--- src/rtl/adder_pkg.sv ---
// ----------------------------------------------------------------------------
// adder_pkg
// Shared types and helpers for the pipelined adder/subtractor family.
//   addsub_op_t  : operation tag carried down the pipeline with each operand set
//   chunk_width  : bits resolved per pipeline stage (WIDTH / STAGES)
// ----------------------------------------------------------------------------
package adder_pkg;

    typedef enum logic {
        OP_ADD = 1'b0,
        OP_SUB = 1'b1
    } addsub_op_t;

    function automatic int chunk_width(input int width, input int stages);
        return width / stages;
    endfunction

endpackage

--- src/rtl/add_chunk.sv ---
// ----------------------------------------------------------------------------
// add_chunk
// Combinational CW-bit carry-lookahead adder used for one pipeline stage.
// Ports:
//   a, b : CW-bit chunk operands
//   ci   : carry into the chunk
//   s    : CW-bit chunk sum
//   co   : carry out of the chunk MSB
// ----------------------------------------------------------------------------
module add_chunk #(
    parameter int CW = 4
) (
    input  logic [CW-1:0] a,
    input  logic [CW-1:0] b,
    input  logic          ci,
    output logic [CW-1:0] s,
    output logic          co
);

    logic [CW-1:0] gen;
    logic [CW-1:0] prop;
    logic [CW:0]   carry;
    logic          term;

    assign gen  = a & b;
    assign prop = a ^ b;

    // Each carry is built directly from generate/propagate terms and ci
    // rather than from the previous carry, so no ripple chain is formed.
    always_comb begin
        carry    = '0;
        term     = 1'b0;
        carry[0] = ci;
        for (int i = 0; i < CW; i++) begin
            term = ci;
            for (int j = 0; j <= i; j++) begin
                term = term & prop[j];
            end
            carry[i+1] = term;
            for (int j = 0; j <= i; j++) begin
                term = gen[j];
                for (int k = j + 1; k <= i; k++) begin
                    term = term & prop[k];
                end
                carry[i+1] = carry[i+1] | term;
            end
        end
    end

    assign s  = prop ^ carry[CW-1:0];
    assign co = carry[CW];

endmodule

--- src/rtl/pipelined_add_sub.sv ---
// ----------------------------------------------------------------------------
// pipelined_add_sub
// Pipelined two's-complement adder/subtractor. The WIDTH-bit operation is
// split into STAGES chunks; stage k resolves chunk k and registers its carry
// for stage k+1. Valid/ready handshake on both sides, one op per cycle.
// Ports:
//   clk, rst_n          : rising-edge clock, synchronous active-low reset
//   in_valid / in_ready : operand handshake
//   a, b, sub, cin      : operands; sub=1 computes a-b-cin (cin = borrow-in)
//   out_valid/out_ready : result handshake
//   sum, cout, overflow : result, carry/borrow-out, signed overflow
// ----------------------------------------------------------------------------
module pipelined_add_sub
    import adder_pkg::*;
#(
    parameter int WIDTH  = 16,
    parameter int STAGES = 4
) (
    input  logic             clk,
    input  logic             rst_n,
    input  logic             in_valid,
    output logic             in_ready,
    input  logic [WIDTH-1:0] a,
    input  logic [WIDTH-1:0] b,
    input  logic             sub,
    input  logic             cin,
    output logic             out_valid,
    input  logic             out_ready,
    output logic [WIDTH-1:0] sum,
    output logic             cout,
    output logic             overflow
);

    localparam int CW   = chunk_width(WIDTH, STAGES);
    localparam int LAST = STAGES - 1;
    localparam int MSB  = WIDTH - 1;

    if ((STAGES < 1) || (STAGES > WIDTH) || ((WIDTH % STAGES) != 0)) begin : g_bad_split
        $error("pipelined_add_sub: WIDTH must be a multiple of STAGES and 1 <= STAGES <= WIDTH");
    end

    // Inputs seen by each stage: stage 0 takes the prepared operands, every
    // later stage takes the registers written by the stage before it.
    logic [WIDTH-1:0] st_a  [STAGES];
    logic [WIDTH-1:0] st_b  [STAGES];
    logic [WIDTH-1:0] st_s  [STAGES];
    logic             st_c  [STAGES];
    logic             st_v  [STAGES];
    addsub_op_t       st_op [STAGES];

    // Registers written by each stage.
    logic [WIDTH-1:0] a_q   [STAGES];
    logic [WIDTH-1:0] b_q   [STAGES];
    logic [WIDTH-1:0] s_q   [STAGES];
    logic             c_q   [STAGES];
    logic             v_q   [STAGES];
    addsub_op_t       op_q  [STAGES];

    logic [STAGES-1:0][CW-1:0] chunk_s;
    logic [STAGES-1:0]         chunk_c;
    logic                      advance;
    logic                      raw_c;

    // Subtraction is a + ~b + ~cin, so inverting b and the borrow-in turns
    // the whole pipeline into a plain adder.
    always_comb begin
        st_a[0]  = a;
        st_b[0]  = sub ? ~b : b;
        st_s[0]  = '0;
        st_c[0]  = sub ? ~cin : cin;
        st_v[0]  = in_valid;
        st_op[0] = sub ? OP_SUB : OP_ADD;
        for (int k = 1; k < STAGES; k++) begin
            st_a[k]  = a_q[k-1];
            st_b[k]  = b_q[k-1];
            st_s[k]  = s_q[k-1];
            st_c[k]  = c_q[k-1];
            st_v[k]  = v_q[k-1];
            st_op[k] = op_q[k-1];
        end
    end

    for (genvar k = 0; k < STAGES; k++) begin : g_stage
        add_chunk #(
            .CW (CW)
        ) u_chunk (
            .a  (st_a[k][k*CW +: CW]),
            .b  (st_b[k][k*CW +: CW]),
            .ci (st_c[k]),
            .s  (chunk_s[k]),
            .co (chunk_c[k])
        );
    end

    // The whole pipeline moves as one; a stalled output freezes every stage.
    assign advance  = out_ready || !out_valid;
    assign in_ready = advance;

    always_ff @(posedge clk) begin
        if (!rst_n) begin
            for (int k = 0; k < STAGES; k++) begin
                v_q[k] <= 1'b0;
            end
        end else if (advance) begin
            for (int k = 0; k < STAGES; k++) begin
                v_q[k] <= st_v[k];
            end
        end
    end

    // Data registers carry no reset; stale contents are masked at the outputs.
    always_ff @(posedge clk) begin
        if (advance) begin
            for (int k = 0; k < STAGES; k++) begin
                a_q[k]                <= st_a[k];
                b_q[k]                <= st_b[k];
                s_q[k]                <= st_s[k];
                s_q[k][k*CW +: CW]    <= chunk_s[k];
                c_q[k]                <= chunk_c[k];
                op_q[k]               <= st_op[k];
            end
        end
    end

    assign out_valid = v_q[LAST];
    assign raw_c     = c_q[LAST];

    // For subtraction the adder carry means "no borrow", hence the inversion.
    always_comb begin
        sum      = '0;
        cout     = 1'b0;
        overflow = 1'b0;
        if (out_valid) begin
            sum      = s_q[LAST];
            cout     = (op_q[LAST] == OP_SUB) ? ~raw_c : raw_c;
            overflow = (a_q[LAST][MSB] == b_q[LAST][MSB]) &&
                       (s_q[LAST][MSB] != a_q[LAST][MSB]);
        end
    end

endmodule

--- config.mk ---
export PLATFORM = sky130hd
export DESIGN_NAME = pipelined_add_sub
export DESIGN_NICKNAME = d
export VERILOG_FILES = /design/src/rtl/adder_pkg.sv /design/src/rtl/add_chunk.sv /design/src/rtl/pipelined_add_sub.sv
export SDC_FILE = /design/constraint.sdc
export NUM_CORES = 1
export LEC_CHECK = 0
export CORE_MARGIN = 4
export CORE_UTILIZATION = 46
export CTS_CLUSTER_SIZE = 16
export DETAILED_ROUTE_END_ITERATION = 8
export PLACE_DENSITY = 0.68
export SYNTH_ARGS = -nofsm -noshare
export SYNTH_HDL_FRONTEND = slang
export SYNTH_SLANG_ARGS = --single-unit
--- constraint.sdc ---
create_clock -name clk -period 2.13 [get_ports clk]
set_clock_uncertainty 0.2 [all_clocks]
set_input_delay 0.426 -clock clk [delete_from_list [all_inputs] [get_ports clk]]
set_output_delay 0.426 -clock clk [all_outputs]
set_load 0.05 [all_outputs]
==> reports/metrics.cfg <==
[worst_setup_path]
slowest_delay_ps=490
cpMostUsedCell=ha_1
crit_fanout=2
cp_slowest_cell=clkdlybuf4s50_1
critical_path_required_ps=2040
startpoint=b[0]
cp-start-kind=input port
crit_arrival_ps=1960
r2r_start=a_q[1][8]
endpoint_kind=flop
crit_chain=clkdlybuf4s50_1 > xor2_2 > ha_1 > ha_1 > o211ai_1 > nand2_1 > a21o_1
crit_type=input port to flop

[final_layout]
final_util_pct=62.7
nets=356
diodes=0
final_cell_mix=edfxtp_1, clkdlybuf4s50_1, xor2_1, buf_12, ha_1
final_common_cell=edfxtp_1
drive_gt1_share_pct=17.1
fin_area_mm2=0.00525
syn_to_final_growth_pct=30.2
fill_cells=607

[pwr]
irDropWorstVdd_mv=0.429
power.leakage_nw=2.08
power_per_cell_area_mw_per_mm2=884

[global_routing]
antenna_found_initial=0
use_met3_pct=2.96
grt_pass1_vias=2000
grt_max_degree=40
gr-usage-met1_pct=13.7
grt_use_met2_pct=20.5
gr-total-overflow=0
gr-usage-all-layers_pct=11.8
busiest_layer=met2
grt_pass1_wl_mm=9.16

[clock_network]
clockBufferDepth=2
htreeDepth=3
cts_tree=built
cts_buffers=9
clk_pin_slew_worst_paths_ps=90
cts_root_buf=clkbuf_8
insertion_delay_ps=350
cts_hold_buf=0
cts_sinks=102

[die]
initial_core_util_pct=48.1
design.portCount=58
die_y_um=102
rows=33
die_w_um=102
core-area_mm2=0.00838
die_area_mm2=0.0103

[sta]
clock.fmax_ghz=0.488
maxSlewHeadroom_pct=84.5
worst_pin_slew_ps=233
setup_tns_ps=0
finalHoldViolCount=0
fin_ws_ps=82.8
slew_violations=0
rsz0062_at_grt=false
setup-violations-final=0
fin_crit_ps=2050
period_share_pct=96.1

[yosys]
ys_ff_latch=102
syn_inst=219
yosysWarnings=0
netlist_area_mm2=0.00403
synth_sequential_area_ratio_pct=75.2
syn_nets=281
synth_cell_types=23
syn_area_per_cell_um2=18.4

[routing]
first_pass_iters=4
wirelength_mm=5.55
drc=0
wire_per_inst_um=13.7
detail_route.vias_per_cell=4.75
drtAntennaViolNets=0
vias=1917
drtIter0Drc=79

[place]
port_buffers=57
dp_hpwl_mm=3.94
pre_cts_ws_ps=-398
place_area_mm2=0.00498
routabilityCongestion=0.750

[min_path]
hold_start=s_q[0][3]
min_path_type=flop to flop

[flow_run]
drv_cap=0

[status]
outcome=complete, no violations

-- cells in the mapped netlist, drive strengths merged --
cell    number  area [um2]
nand3b       2        15.0
nand2        5        18.8
nor2         5        18.8
dfxtp        3        60.1
a21boi       1        7.51
o21a         4        30.0
and3         1        7.51
fa           4        80.1
mux2i        3        30.0
a21o         4        30.0
nor2b        3        18.8
edfxtp      99        2970
nand2b       1        6.26
a21oi        4        20.0
inv          4        15.0
and2        17         106
ha          20         250
xnor2        5        43.8
o211ai       4        30.0
xor2        25         219
buf          5        52.6
-- cell families after synthesis --
family                   Yosys count  synth area share (%)
XOR/XNOR                          30                  6.52
adder cells (fa/ha/maj)           24                  8.19
multiplexers                       3                 0.745
flip-flops                       102                  75.2
AND/OR/NAND/NOR                   34                  4.75
AO/OA/AOI/OAI                     17                  2.92
buffers and inverters              9                  1.68
-- flip-flops by register name, indices dropped and copies added, names as in the netlist --
signal / flops
b_q: 25
s_q: 40
op_q: 4
a_q: 25
v_q: 4
c_q: 4
-- cell type report --
| cell class | instances | area [um2] | share of cell area, % |
|---|---|---|---|
| clock inverters | 6 | 110 | 2.10 |
| multi-input cells | 108 | 955 | 18.2 |
| clock buffers | 10 | 128 | 2.43 |
| inverters | 4 | 15.0 | 0.286 |
| well taps | 105 | 131 | 2.50 |
| flip-flops and latches | 102 | 3030 | 57.8 |
| repair buffers | 69 | 880 | 16.8 |
-- report_power, final --
group | total [mW] | switching (mW) | internal [mW]
Combinational | 0.478 | 0.220 | 0.258
Clock | 1.41 | 0.626 | 0.779
Sequential | 2.76 | 0.105 | 2.65
Total | 4.64 | 0.952 | 3.69
-- path summary, 6_finish.rpt --
path,end,slack [ps],depth (start not counted)
setup / recovery,c_q[0],80,7
setup reg to reg,c_q[2],230,5
hold reg to reg,s_q[1][3],220,0
hold / removal,s_q[1][3],220,0
-- stage by stage --
| step | total power [mW] | hold WS, ps | std cells |
|---|---|---|---|
| after floorplan | 3.06 | 200 | 219 |
| after global placement | 3.24 | 200 | 386 |
| after detailed placement | 3.29 | 205 | 386 |
| after CTS | 4.69 | 224 | 402 |
| after global routing | 4.87 | 236 | 404 |
| final | 4.64 | 220 | 404 |
-- timing repair --
| action | in CTS | in global routing |
|---|---|---|
| gates cloned | 0 | 0 |
| buffers inserted | 0 | 2 |
| gates resized for setup | 1 | 3 |
| endpoints found under the setup margin | 1 | 4 |
-- worst max-delay path, delay by kind of cell --
kind / cells / cell delay [ps]
xor gates and xnor gates: 1 / 160
adders and majority gates: 2 / 440
and+or+nand+nor: 1 / 100
buffers and inverters: 1 / 490
AOI/OAI and AO/OA: 2 / 340
-- metal layers --
| metal | vias to the layer above | share of wire (%) |
|---|---|---|
| met3 | 9 | 4.5 |
| met1 | 918 | 41 |
| met5 | - | 0 |
| met4 | 0 | 1.7 |
| li1 | 948 | - |
| met2 | 42 | 53 |
Power figures use the tool's default switching activity.
